### src/rtl/ibex_icache_ecc_fi_pkg.sv
// Shared types and constants for the icache ECC fault-injection scheduler.
// Holds the command mode and FSM state encodings plus small helpers.
package ibex_icache_ecc_fi_pkg;

    localparam int FiPosW = 16;
    localparam int FiCntW = 16;

    typedef enum logic [1:0] {
        FI_NONE   = 2'd0,
        FI_SINGLE = 2'd1,
        FI_DOUBLE = 2'd2
    } fi_mode_e;

    typedef enum logic [1:0] {
        FI_IDLE   = 2'd0,
        FI_ARMED  = 2'd1,
        FI_INJECT = 2'd2
    } fi_state_e;

    // The unused encoding 3 behaves as a no-op command.
    function automatic fi_mode_e fi_decode_mode(input logic [1:0] raw);
        fi_mode_e mode;
        case (raw)
            2'd1:    mode = FI_SINGLE;
            2'd2:    mode = FI_DOUBLE;
            default: mode = FI_NONE;
        endcase
        return mode;
    endfunction

    function automatic int fi_pos_w(input int width);
        return (width > 1) ? $clog2(width) : 1;
    endfunction

endpackage

### src/rtl/ibex_icache_ecc_fi_mask.sv
// Combinational decoder turning one or two bit positions into an XOR mask.
// Coincident positions in DOUBLE mode naturally collapse to a single set bit.
module ibex_icache_ecc_fi_mask
    import ibex_icache_ecc_fi_pkg::*;
#(
    parameter int Width = 128,
    localparam int PosW = fi_pos_w(Width)
) (
    input  logic             en,
    input  fi_mode_e         mode,
    input  logic [PosW-1:0]  pos0,
    input  logic [PosW-1:0]  pos1,
    output logic [Width-1:0] mask
);

    always_comb begin
        // NOTE: default every output first so no path leaves it unassigned and a latch is inferred.
        mask = '0;
        if (en) begin
            if (mode == FI_SINGLE || mode == FI_DOUBLE) begin
                mask[pos0] = 1'b1;
            end
            if (mode == FI_DOUBLE) begin
                mask[pos1] = 1'b1;
            end
        end
    end

endmodule

### src/rtl/ibex_icache_ecc_fault_sched.sv
// Fault-injection scheduler driving bad_bit_mask of an icache badbit RAM.
// Optional address filter enabled by IBEX_ICACHE_ECC_FI_ADDR_MATCH_EN.
module ibex_icache_ecc_fault_sched
    import ibex_icache_ecc_fi_pkg::*;
#(
    parameter int Width = 128,
    parameter int AddrW = 32,
    parameter int SkipW = 16
) (
    input  logic              clk_i,
    input  logic              rst_ni,
    input  logic              req_i,
    input  logic              write_i,
    input  logic [AddrW-1:0]  addr_i,
    input  logic              cmd_valid_i,
    output logic              cmd_ready_o,
    input  logic [1:0]        cmd_mode_i,
    input  logic [SkipW-1:0]  cmd_skip_i,
    input  logic [FiPosW-1:0] cmd_pos0_i,
    input  logic [FiPosW-1:0] cmd_pos1_i,
    input  logic [AddrW-1:0]  cmd_addr_i,
    input  logic              abort_i,
    output logic [Width-1:0]  bad_bit_mask_o,
    output logic              done_o,
    output logic              busy_o,
    output logic [AddrW-1:0]  last_addr_o,
    output logic [FiCntW-1:0] inject_cnt_o
);

    localparam int PosW = fi_pos_w(Width);

    localparam logic [1:0] StIdle   = FI_IDLE;
    localparam logic [1:0] StArmed  = FI_ARMED;
    localparam logic [1:0] StInject = FI_INJECT;

    logic [1:0]        state_q, state_d;
    logic [SkipW-1:0]  skip_q;
    logic [PosW-1:0]   pos0_q, pos1_q;
    fi_mode_e          mode_q;
    fi_mode_e          cmd_mode;
    logic              none_done_q;
    logic              read_start;
    logic              qualify;
    logic              accept;
    logic              inject;
    logic [FiCntW-1:0] inject_cnt_q;
    logic [AddrW-1:0]  last_addr_q;

    assign read_start  = req_i & ~write_i;
    assign cmd_mode    = fi_decode_mode(cmd_mode_i);
    assign cmd_ready_o = (state_q == StIdle);
    assign busy_o      = (state_q == StArmed);
    assign accept      = cmd_valid_i & cmd_ready_o;

`ifdef IBEX_ICACHE_ECC_FI_ADDR_MATCH_EN
    logic [AddrW-1:0] cmd_addr_q;

    always_ff @(posedge clk_i or negedge rst_ni) begin
        if (!rst_ni) begin
            cmd_addr_q <= '0;
        end else if (accept) begin
            cmd_addr_q <= cmd_addr_i;
        end
    end

    assign qualify = read_start & (addr_i == cmd_addr_q);
`else
    logic unused_cmd_addr;
    assign unused_cmd_addr = ^cmd_addr_i;
    assign qualify         = read_start;
`endif

    always_comb begin
        state_d = state_q;
        inject  = 1'b0;
        case (state_q)
            StIdle: begin
                if (accept && cmd_mode != FI_NONE) begin
                    state_d = StArmed;
                end
            end
            StArmed: begin
                // Abort has priority over a coincident read.
                if (abort_i) begin
                    state_d = StIdle;
                end else if (qualify && skip_q == '0) begin
                    inject  = 1'b1;
                    state_d = StInject;
                end
            end
            default: state_d = StIdle;
        endcase
    end

    // NOTE: sequential state uses non-blocking assignments so every flop samples pre-edge values.
    always_ff @(posedge clk_i or negedge rst_ni) begin
        if (!rst_ni) begin
            state_q      <= StIdle;
            skip_q       <= '0;
            pos0_q       <= '0;
            pos1_q       <= '0;
            mode_q       <= FI_NONE;
            none_done_q  <= 1'b0;
            inject_cnt_q <= '0;
            last_addr_q  <= '0;
        end else begin
            state_q     <= state_d;
            none_done_q <= accept & (cmd_mode == FI_NONE);
            if (accept) begin
                skip_q <= cmd_skip_i;
                pos0_q <= PosW'(cmd_pos0_i % FiPosW'(Width));
                pos1_q <= PosW'(cmd_pos1_i % FiPosW'(Width));
                mode_q <= cmd_mode;
            end else if (state_q == StArmed && !abort_i && qualify && skip_q != '0) begin
                skip_q <= skip_q - 1'b1;
            end
            if (inject && inject_cnt_q != '1) begin
                inject_cnt_q <= inject_cnt_q + 1'b1;
            end
            if (read_start) begin
                last_addr_q <= addr_i;
            end
        end
    end

    ibex_icache_ecc_fi_mask #(
        .Width (Width)
    ) u_mask (
        .en   (inject),
        .mode (mode_q),
        .pos0 (pos0_q),
        .pos1 (pos1_q),
        .mask (bad_bit_mask_o)
    );

    assign done_o       = (state_q == StInject) | none_done_q;
    assign last_addr_o  = last_addr_q;
    assign inject_cnt_o = inject_cnt_q;

endmodule

### config.mk
export PLATFORM = sky130hd
export DESIGN_NAME = ibex_icache_ecc_fault_sched
export DESIGN_NICKNAME = d
export VERILOG_FILES = /design/src/rtl/ibex_icache_ecc_fi_pkg.sv /design/src/rtl/ibex_icache_ecc_fi_mask.sv /design/src/rtl/ibex_icache_ecc_fault_sched.sv
export SDC_FILE = /design/constraint.sdc
export NUM_CORES = 1
export LEC_CHECK = 0
export ABC_AREA = 1
export CORE_ASPECT_RATIO = 1.4
export CORE_MARGIN = 5
export CORE_UTILIZATION = 48
export CTS_CLUSTER_SIZE = 12
export DETAILED_ROUTE_END_ITERATION = 8
export PLACE_DENSITY = 0.95
export SYNTH_ARGS = -nofsm -noshare
export SYNTH_HDL_FRONTEND = slang
export SYNTH_SLANG_ARGS = --single-unit
### constraint.sdc
create_clock -name clk_i -period 6 [get_ports clk_i]
set_clock_uncertainty 0.2 [all_clocks]
set_input_delay 1.2 -clock clk_i [delete_from_list [all_inputs] [get_ports clk_i]]
set_output_delay 1.2 -clock clk_i [all_outputs]
set_load 0.005 [all_outputs]
==> results.txt <==
----------------------------------------------------
[Logic synthesis]
  Average footprint of a synthesized cell ... ~7.4 µm²
  Main area contributors after synthesis ... sky130_fd_sc_hd__dfrtp_1 (29%), sky130_fd_sc_hd__nor2_4 (16%), sky130_fd_sc_hd__nand2_1 (14%)
  Register area share after synthesis ... 29.1%
  Post-synthesis async set-or-reset flop share ... 100%
  Top-area cell type share of the netlist area ... between 20% and 30%
  Cell count after synthesis ... approximately 960
  Top FF cell, synth ... sky130_fd_sc_hd__dfrtp_1
  Post-synthesis sequential element count ... 83
  Number of warning messages in the yosys log ... 0
  Netlist cell types ... 34
  Count of flip-flops with a built-in enable after synthesis ... 0
  Cell area after synthesis ... 7130 µm²
  Post-synthesis net count ... 1,090
  Library cell occupying the most area in the post-synthesis netlist ... sky130_fd_sc_hd__dfrtp_1

[Worst setup path]
  Slowest stage cell on the critical path ... sky130_fd_sc_hd__clkdlybuf4s50_1
  Sequence of cells on the critical path ... clkdlybuf4s50_1, inv_1, nand2_2, nor2_4, inv_2, nor2_4, inv_8, buf_4, nor2_4, clkdlybuf4s50_1
  Family of cells with the greatest summed delay on the critical path ... buffers and inverters
  Element type at the critical path start ... input pin
  Arrival time of the worst setup path ... around 4000 ps
  Capturing element type of the critical path ... output port
  Kind of critical path ... in2out
  Worst path buffer plus inverter count ... 6
  Required time of the worst setup path ... between 4000 and 5000 ps
  Largest stage delay on the critical path ... 520 ps
  Highest net fanout along the worst path ... 76
  Cell type with the highest occurrence count on the critical path ... sky130_fd_sc_hd__nor2_4

[Floorplan]
  Std cell rows ... between 50 and 60
  Starting density of the core ... between 40 and 50%
  Total die area ... ~17,000 µm²
  Boundary Pins ... about 300
  Die Y ... around 150 µm
  Standard cell core area ... roughly 15,000 µm²
  Die Width ... between 100 and 150 µm

[Placement]
  Total instance count after detailed placement ... ~1,400
  GP Congestion ... between 0.9 and 1
  # port buffers ... about 250
  Cell Area, Placed ... ~9500 µm²
  Final HPWL from detailed placement ... about 18 mm
  Post-placement worst setup slack ... 650 ps

[Timing]
  Measured slew at the worst slew-check pin ... between 1000 and 1500 ps
  RSZ-0062 raised after global routing ... false
  Remaining max-slew budget at the tightest pin ... roughly 8%
  WHS ... around 270 ps
  Crit path setup slack, layout ... between 600 and 700 ps
  Final worst-path cycle share ... around 89%
  Final Hold Vio Count ... 0
  Maximum operating frequency ... approximately 0.19 GHz
  Number of pins with negative max-slew slack in the final report ... 0
  Sum of negative setup slack ... 0 ps
  Time the worst path needs with I/O delays and setup ... between 5000 and 6000 ps
  Number of setup violations in the final report ... 0

[Clock network]
  Insertion delay of the later-clocked pin in the worst-skew pair ... 340 ps
  CTS Buf Count ... 9
  Setup Fix Bufs, Post-CTS ... 0
  Count of hold buffers inserted by post-cts repair ... 0
  Cell at the root of the clock tree ... sky130_fd_sc_hd__clkbuf_16
  CTS tree ... built
  Sinks on the clock net ... 83
  Clock-pin slew of the registers on the worst-case setup and hold paths ... 70 ps
  Buffer depth of the longest clock path ... 2
  Number of gates given a new drive strength after cts ... 0
  H-tree level count ... 3

[Route]
  Drt total wl ... 23.6 mm
  Total vias in the final route ... roughly 7,700
  Number of detailed-routing iterations run before antenna repair ... 7
  DRT iter0 DRCs ... around 880
  Final ANT Viol Nets ... 0
  Average routed wire per standard cell ... between 15 and 20 µm
  # DRC ... 0
  Via-per-instance ratio ... between 5 and 6

[Layout]
  Layout Area Growth over Synthesis ... 38.5%
  Final-stage net count ... approximately 1,300
  Finished Core Util ... between 60% and 70%
  Post-route non-filler standard cell count ... around 1,400
  Most common cell after layout, fill and taps aside ... sky130_fd_sc_hd__nand2_1
  Antenna diode instance count ... 0
  Commonest non-fill, non-tap cells in the layout ... sky130_fd_sc_hd__nand2_1 (262), sky130_fd_sc_hd__clkdlybuf4s50_1 (247), sky130_fd_sc_hd__nor2_1 (120), sky130_fd_sc_hd__a22oi_1 (120), sky130_fd_sc_hd__nor2_4 (104)
  Layout cells sized above 1 ... 11.9%
  Design area ... about 9900 µm²

[Pwr]
  Power density of the placed cells ... ~200 nW/µm²
  Worst voltage drop across the vdd grid ... a little under 0.2 mV
  Power Internal ... about 1.2 mW
  Switching power as a share of total power ... between 30% and 40%
  Fraction of power consumed by sequential logic ... between 30% and 40%
  Part of the total power dissipated in combinational logic ... 31.7%
  Total power consumption of the routed design ... just under 2 mW
  Leak pwr ... 3.64 nW
  Sw Pwr ... 721 µW
  Clock power frac ... approximately 31%

[Global routing]
  Via count of the first global-routing pass ... between 7,000 and 8,000
  Aggregate global-route resource usage ... approximately a quarter
  Wire length of the first global-routing pass ... 37.6 mm
  Number of antenna violations at the first check in global routing ... 3
  Pin count of the biggest net entering global routing ... 80
  Grt ovf ... 0

[Run]
  Total of max-cap violations ... 0

[Outcome]
  Result of the run ... finished, final reports clean

[Worst hold path]
  Path class of the lowest-slack min-delay path ... reg2reg

----------------------------------------------------
==> flip-flops by register name, indices dropped and copies added, names as in the netlist <==
register,count
inject_cnt_o,16
last_addr_o,32
mode_q,2
none_done_q,1
pos0_q,7
pos1_q,7
skip_q,16
state_q,2
==> worst paths after layout <==
check                           startpoint                  to  slack (ps)  depth (start not counted)
setup / recovery                   abort_i  bad_bit_mask_o[48]         640                         10
hold / removal             last_addr_o[29]     last_addr_o[29]         270                          2
setup reg to reg                 skip_q[0]           skip_q[6]        3330                          9
hold reg to reg            last_addr_o[29]     last_addr_o[29]         270                          2
max in group asynchronous           rst_ni           pos1_q[2]        3960                          2
min in group asynchronous           rst_ni     last_addr_o[27]         450                          1
==> power by group through the flow <==
stage / clock, mW / combinational (mW) / sequential [mW]
finish: 0.616 / 0.625 / 0.727
global route: 0.653 / 0.695 / 0.740
CTS: 0.626 / 0.617 / 0.725
detailed placement: 0 / 0.613 / 0.732
global placement: 0 / 0.591 / 0.727
floorplan: 0 / 0.378 / 0.718
==> Yosys cell counts, types with 2 or more instances <==
cell type and count:
sky130_fd_sc_hd__nand2_2 2, sky130_fd_sc_hd__dfrtp_1 83, sky130_fd_sc_hd__or2_2 4, sky130_fd_sc_hd__inv_1 75, sky130_fd_sc_hd__clkbuf_1 29, sky130_fd_sc_hd__o21ai_1 6, sky130_fd_sc_hd__nor2_4 104, sky130_fd_sc_hd__nand3b_1 4
sky130_fd_sc_hd__xor2_1 3, sky130_fd_sc_hd__a21oi_1 6, sky130_fd_sc_hd__inv_2 4, sky130_fd_sc_hd__a22oi_1 120, sky130_fd_sc_hd__buf_6 3, sky130_fd_sc_hd__xnor2_1 3, sky130_fd_sc_hd__and2_1 2, sky130_fd_sc_hd__ha_1 6
sky130_fd_sc_hd__nor2_1 120, sky130_fd_sc_hd__nor3_1 3, sky130_fd_sc_hd__o22ai_1 3, sky130_fd_sc_hd__o21bai_1 2, sky130_fd_sc_hd__buf_12 10, sky130_fd_sc_hd__nand2_1 262, sky130_fd_sc_hd__nand4_1 14, sky130_fd_sc_hd__o21ai_0 28
sky130_fd_sc_hd__buf_2 5, sky130_fd_sc_hd__nand3_1 55
==> cells by family (layout without fill, tap and decap cells) <==
logic type / after synthesis / in the layout / share of synthesized area, %
and+or+nand+nor: 573 / 573 / 43.3
buffers and inverters: 128 / 351 / 9.58
DFF: 83 / 83 / 29.1
xor gates and xnor gates: 6 / 6 / 0.737
AOI/OAI and AO/OA: 168 / 168 / 16.2
adders and majority gates: 6 / 6 / 1.05
==> final cells by class <==
cell class                      instances  area [µm²]
Clock buffer                           10         239
Clock inverter                          6        93.8
Fill cell                            1126        4640
Inverter                               79         304
Multi-Input combinational cell        753        4370
Sequential cell                        83        2080
Tap cell                              189         236
Timing Repair Buffer                  256        2550
==> worst min-delay path, delay by kind of cell (launching register included) <==
kind | cells | cell delay [ps]
simple gates | 2 | 100
flops | 1 | 340
==> per-layer routing <==
layer	part of all wire, %	GRT usage, %	up-vias
li1	-	-	3617
met1	33	26.8	3522
met2	50	47.5	480
met3	12	8.21	90
met4	4.8	13.9	6
met5	0.21	0	-
No activity file was read; power rests on OpenSTA's default activity.
